### src/rtl/yadan_test_monitor.sv
// Test-completion monitor for yadan SoC regression runs.
// Watches NUM_CH independent done/pass/info channels, waits a settle window
// after every channel has finished, then reports pass, first failure, or a
// cycle-watchdog timeout. clear_i restarts the monitor from any state.
//
// Ports:
//   clk, rst      clock, asynchronous active-low reset
//   clear_i       synchronous restart pulse (highest priority)
//   done_i        per-channel test-finished level
//   pass_i        per-channel pass level, valid once done
//   info_i        per-channel info word, channel c at [c*DATA_W +: DATA_W]
//   busy_o        RUN or SETTLE
//   done_o        PASS, FAIL or TIMEOUT reached
//   pass_o        PASS reached
//   timeout_o     TIMEOUT reached
//   done_mask_o   sticky per-channel done flags
//   fail_ch_o     lowest failing channel, all-ones if none
//   fail_info_o   info word of fail_ch_o captured at pass sampling
//   cycle_cnt_o   RUN cycles elapsed, frozen outside RUN
module yadan_test_monitor #(
    parameter int unsigned NUM_CH      = 1,
    parameter int unsigned DATA_W      = 32,
    parameter int unsigned SETTLE_CYC  = 5,
    parameter int unsigned TIMEOUT_CYC = 50000,
    parameter int unsigned CNT_W       = 32
) (
    input  logic                       clk,
    input  logic                       rst,
    input  logic                       clear_i,
    input  logic [NUM_CH-1:0]          done_i,
    input  logic [NUM_CH-1:0]          pass_i,
    input  logic [NUM_CH*DATA_W-1:0]   info_i,
    output logic                       busy_o,
    output logic                       done_o,
    output logic                       pass_o,
    output logic                       timeout_o,
    output logic [NUM_CH-1:0]          done_mask_o,
    output logic [$clog2(NUM_CH):0]    fail_ch_o,
    output logic [DATA_W-1:0]          fail_info_o,
    output logic [CNT_W-1:0]           cycle_cnt_o
);

    localparam int unsigned FCH_W = $clog2(NUM_CH) + 1;
    localparam int unsigned SET_W = $clog2(SETTLE_CYC) + 1;

    typedef enum logic [2:0] {
        ST_RUN,
        ST_SETTLE,
        ST_PASS,
        ST_FAIL,
        ST_TIMEOUT
    } state_e;

    state_e             state_q,     state_d;
    logic [CNT_W-1:0]   cnt_q,       cnt_d;
    logic [SET_W-1:0]   settle_q,    settle_d;
    logic [NUM_CH-1:0]  mask_q,      mask_d;
    logic [FCH_W-1:0]   fail_ch_q,   fail_ch_d;
    logic [DATA_W-1:0]  fail_info_q, fail_info_d;
    logic               busy_q,      busy_d;
    logic               done_q,      done_d;
    logic               pass_q,      pass_d;
    logic               timeout_q,   timeout_d;

    logic               all_done;
    logic               all_pass;
    logic               terminal;
    logic               settle_end;
    logic [FCH_W-1:0]   low_ch;
    logic [DATA_W-1:0]  low_info;

    // Lowest channel with pass_i low, and its info word.
    always_comb begin
        low_ch   = '1;
        low_info = '0;
        for (int c = int'(NUM_CH) - 1; c >= 0; c--) begin
            if (!pass_i[c]) begin
                low_ch   = FCH_W'(c);
                low_info = info_i[c*DATA_W +: DATA_W];
            end
        end
    end

    assign all_done   = &(mask_q | done_i);
    assign all_pass   = &pass_i;
    assign terminal   = (cnt_q == CNT_W'(TIMEOUT_CYC - 1));
    assign settle_end = (settle_q == SET_W'(SETTLE_CYC - 1));

    // Next-state and registered-output logic.
    always_comb begin
        state_d     = state_q;
        cnt_d       = cnt_q;
        settle_d    = settle_q;
        mask_d      = mask_q;
        fail_ch_d   = fail_ch_q;
        fail_info_d = fail_info_q;

        if (clear_i) begin
            state_d     = ST_RUN;
            cnt_d       = '0;
            settle_d    = '0;
            mask_d      = '0;
            fail_ch_d   = '1;
            fail_info_d = '0;
        end else begin
            unique case (state_q)
                ST_RUN: begin
                    mask_d = mask_q | done_i;
                    // All-done beats the watchdog on the terminal-count cycle.
                    if (all_done) begin
                        state_d  = ST_SETTLE;
                        settle_d = '0;
                        cnt_d    = cnt_q + CNT_W'(1);
                    end else if (terminal) begin
                        state_d = ST_TIMEOUT;
                    end else begin
                        cnt_d = cnt_q + CNT_W'(1);
                    end
                end
                ST_SETTLE: begin
                    if (settle_end) begin
                        if (all_pass) begin
                            state_d = ST_PASS;
                        end else begin
                            state_d     = ST_FAIL;
                            fail_ch_d   = low_ch;
                            fail_info_d = low_info;
                        end
                    end else begin
                        settle_d = settle_q + SET_W'(1);
                    end
                end
                default: begin
                end
            endcase
        end

        busy_d    = (state_d == ST_RUN) || (state_d == ST_SETTLE);
        done_d    = (state_d == ST_PASS) || (state_d == ST_FAIL) || (state_d == ST_TIMEOUT);
        pass_d    = (state_d == ST_PASS);
        timeout_d = (state_d == ST_TIMEOUT);
    end

    // State and output registers.
    always_ff @(posedge clk or negedge rst) begin
        if (!rst) begin
            state_q     <= ST_RUN;
            cnt_q       <= '0;
            settle_q    <= '0;
            mask_q      <= '0;
            fail_ch_q   <= '1;
            fail_info_q <= '0;
            busy_q      <= 1'b1;
            done_q      <= 1'b0;
            pass_q      <= 1'b0;
            timeout_q   <= 1'b0;
        end else begin
            state_q     <= state_d;
            cnt_q       <= cnt_d;
            settle_q    <= settle_d;
            mask_q      <= mask_d;
            fail_ch_q   <= fail_ch_d;
            fail_info_q <= fail_info_d;
            busy_q      <= busy_d;
            done_q      <= done_d;
            pass_q      <= pass_d;
            timeout_q   <= timeout_d;
        end
    end

    assign busy_o      = busy_q;
    assign done_o      = done_q;
    assign pass_o      = pass_q;
    assign timeout_o   = timeout_q;
    assign done_mask_o = mask_q;
    assign fail_ch_o   = fail_ch_q;
    assign fail_info_o = fail_info_q;
    assign cycle_cnt_o = cnt_q;

endmodule

### config.mk
export PLATFORM = sky130hd
export DESIGN_NAME = yadan_test_monitor
export DESIGN_NICKNAME = d
export VERILOG_FILES = /design/src/rtl/yadan_test_monitor.sv
export SDC_FILE = /design/constraint.sdc
export NUM_CORES = 1
export LEC_CHECK = 0
export ABC_CLOCK_PERIOD_IN_PS = 1800
export CORE_ASPECT_RATIO = 0.75
export CORE_MARGIN = 2
export CORE_UTILIZATION = 40
export CTS_BUF_LIST = sky130_fd_sc_hd__clkbuf_4 sky130_fd_sc_hd__clkbuf_8
export CTS_CLUSTER_DIAMETER = 30
export CTS_CLUSTER_SIZE = 14
export DETAILED_ROUTE_END_ITERATION = 12
export GPL_ROUTABILITY_DRIVEN = 0
export PLACE_DENSITY = 0.73
export SYNTH_ARGS = -nofsm -noshare
export SYNTH_HDL_FRONTEND = slang
export SYNTH_SLANG_ARGS = --single-unit
### constraint.sdc
create_clock -name clk -period 1.8 [get_ports clk]
set_clock_uncertainty 0.05 [all_clocks]
set_input_delay 0.36 -clock clk [delete_from_list [all_inputs] [get_ports clk]]
set_output_delay 0.36 -clock clk [all_outputs]
set_load 0.02 [all_outputs]
==> results_dict.tcl <==
set metrics [dict create \
    ys_seq_area_share_pct 52.0 \
    vdd_drop_max_mv 0.291 \
    via_per_inst 5.24 \
    min_to "cycle_cnt_o[3]" \
    period_minus_slack_ns 2.00 \
    numClockSinks 77 \
    synth_edf_count 0 \
    startpoint "state_q[0]" \
    final_area_um2 6300 \
    cts_root_buf "clkbuf_8" \
    setup.worst_path.end_class "flip-flop" \
    rows 30 \
    hold_viol_final 0 \
    rsz0062_at_grt "yes" \
    syn_area_um2 3710 \
    final_core_utilization_pct 69.6 \
    die_y_um 87.4 \
    required_ns 1.98 \
    detail-route-antenna-nets 0 \
    numPortBuffers 106 \
    holdPathStages 2 \
    status "finished with violations" \
    vias 3786 \
    antenna_found_initial 0 \
    drt_iter0_markers 217 \
    r2r_cells 6 \
    grt_start_max_net_pins 40 \
    start_util_pct 41.0 \
    syn_inst 396 \
    async_flop_share_pct 100 \
    remaining_drc_errors 0 \
    place_area_um2 5500 \
    synth_commonest_cells "78 x nand2_1, 75 x dfrtp_1, 44 x a21oi_1" \
    final-max-slew-violation-count 0 \
    finalSetupViolations 63 \
    cts_buffer_depth 2 \
    final_cells 723 \
    grt_usage_pct 23.8 \
    powerDensity_nw_per_um2 549 \
    grt_overflow_total 0 \
    synth_compound_area_share_pct 9.28 \
    die_w_um 115 \
    hold_path.class "input pin to flip-flop" \
    wl_um 12400 \
    yosysMostFrequentCell "nand2_1" \
    slew_headroom_pct 70.1 \
    synthXorXnorAreaFrac_pct 4.49 \
    clk_latency_ns 0.35 \
    dp.cells 685 \
    rr_startpoint "state_q[0]" \
    grt_util_met3_pct 4.94 \
    cts_tree "yes" \
    fmax_mhz 500 \
    max_cap_violations 0 \
    area_growth_pct 69.9 \
    gr-usage-met2_pct 38.0 \
    grt_pass1_vias 3715 \
    synth_seq_cells 77 \
    core_area_um2 9050 \
    worstReg2RegEnd "cycle_cnt_o[29]" \
    synth_cell_types 49 \
    fin_crit_sh_pct 111 \
    synth_top_family_by_area "simple AND/OR/NAND/NOR gates" \
    syn-num-nets 436 \
    crit_arrival_ns 2.18 \
    avgRoutedWirePerCell_um 17.2 \
    worst_pin_slew_ns 0.449 \
    synth.area.top_cells "dfrtp_1 51%, nand2_1 7.9%, a21oi_1 5.9%" \
    drtPass1Iterations 4 \
    grt_pass1_wl_um 18700 \
    cts-buffers-inserted 9 \
    synth_top_area_share_pct 50.6 \
    use_met1_pct 33.1 \
    crit_fanout 7 \
    post-dp-hpwl_um 7740 \
    regToRegSetupSlack_ns -0.20 \
    final_nets 630 \
    htreeDepth 3 \
    min_from "clear_i" \
    synth.avg_cell_area_um2 9.36 \
    crit_type "flip-flop to flip-flop" \
    synth-main-ff-cell "dfrtp_1" \
    ys.warnings.count 0 \
    fillers 689 \
    fin_ws_ns -0.201 \
    io_pins 107 \
    synth_area_leader_cell "dfrtp_1" \
    synth-simple-area-share_pct 27.6 \
    top_usage_layer "met2" \
    power.leakage_nw 2.85 \
    synth_mux_area_share_pct 2.06 \
    dp_slack_ns -0.400 \
    antenna_cells 0 \
    violations "setup timing" \
    yosys.area_share.adder_pct 1.01 \
    drive_gt1_share_pct 33.4 \
    worst_setup_path_start_kind "flip-flop" \
    path_clk_slew_ns 0.09 \
    die_area_um2 10100 \
    fin_setup_tns_ns -4.25 \
]
[power breakdown]
part	total (W)	internal, W	switching, W
clock	0.00139	0.000688	0.000702
combinational	0.000310	0.000156	0.000154
sequential	0.00176	0.00174	0.0000141
[sequential cells by signal, indices dropped and copies added, names as in the netlist]
signal       flops
cycle_cnt_o     32
fail_info_o     32
settle_q         4
state_q          3
busy_o           1
done_mask_o      1
done_o           1
fail_ch_o        1
pass_o           1
timeout_o        1
[repair_timing]
item,in CTS,in global routing
setup buffers,6,13
gates resized for setup,69,62
endpoints found under the setup margin,98,75
hold endpoints to repair,26,0
pin swaps,15,34
cloned,1,3
hold buffers,1,0
[critical path, cell delays in order, from the launching register on]
cell and delay, ns:
dfrtp_1 0.39, or3_4 0.41, nor3_4 0.29, nand3_4 0.17
buf_4 0.18, o31ai_1 0.31, a21oi_2 0.09
[layout make-up]
type	instances	area, um2	share of cell area, %
flip-flops and latches	77	1940	30.8
inverters	9	33.8	0.536
well taps	128	160	2.54
multi-input cells	289	2060	32.8
repair buffers	204	1890	30.1
clock buffers	10	138	2.18
clock inverters	6	70.1	1.11
[cells in the final DEF (no fill, tap or decap), types with 4 or more instances in the layout]
| cell type | Yosys | routed |
|---|---|---|
| a21oi_1 | 44 | 31 |
| buf_6 | 0 | 9 |
| nand3_1 | 8 | 7 |
| dlygate4sd2_1 | 0 | 29 |
| dfrtp_2 | 0 | 9 |
| nand2_1 | 78 | 74 |
| clkdlybuf4s50_1 | 0 | 68 |
| inv_1 | 9 | 9 |
| xor2_1 | 5 | 5 |
| and3_1 | 5 | 4 |
| dfrtp_1 | 75 | 66 |
| buf_12 | 0 | 5 |
| nand2_2 | 0 | 4 |
| nor2_1 | 32 | 31 |
| nand4_1 | 11 | 11 |
| clkbuf_8 | 0 | 10 |
| or4_4 | 0 | 5 |
| nor2b_1 | 5 | 5 |
| buf_4 | 1 | 82 |
| nor3_4 | 1 | 6 |
| xnor2_1 | 14 | 14 |
| or3_1 | 6 | 4 |
| a21oi_2 | 0 | 12 |
| nor4_4 | 0 | 10 |
[kinds of logic (layout without fill, tap and decap cells)]
| group | count (synthesis) | after routing |
|---|---|---|
| AOI/OAI and AO/OA | 62 | 62 |
| adders and majority gates | 3 | 3 |
| muxes | 7 | 7 |
| xor gates and xnor gates | 19 | 19 |
| and+or+nand+nor | 198 | 198 |
| DFF | 77 | 77 |
| buffers and inverters | 30 | 229 |
[per-stage QoR]
step	total power (W)	hold slack [ns]
after floorplan	0.00189	0.0144
after global placement	0.00208	0.273
after detailed placement	0.00209	0.280
after CTS	0.00346	0.201
after global routing	0.00357	0.211
final	0.00346	0.218
[worst max-delay path by stage]
stage               depth (start not counted)  slack (ns)              end
floorplan                                   5       -0.15  cycle_cnt_o[29]
global placement                            6       -0.32           pass_o
detailed placement                          6       -0.40           pass_o
CTS                                         5       -0.20  cycle_cnt_o[29]
global route                                5       -0.27  cycle_cnt_o[31]
finish                                      6       -0.20  cycle_cnt_o[29]
[per-layer routing]
layer	vias up	routed length, um
met2	135	5890
met1	1858	5650
met5	-	0
li1	1770	-
met3	23	686
met4	0	204
Power figures use the tool's default switching activity.
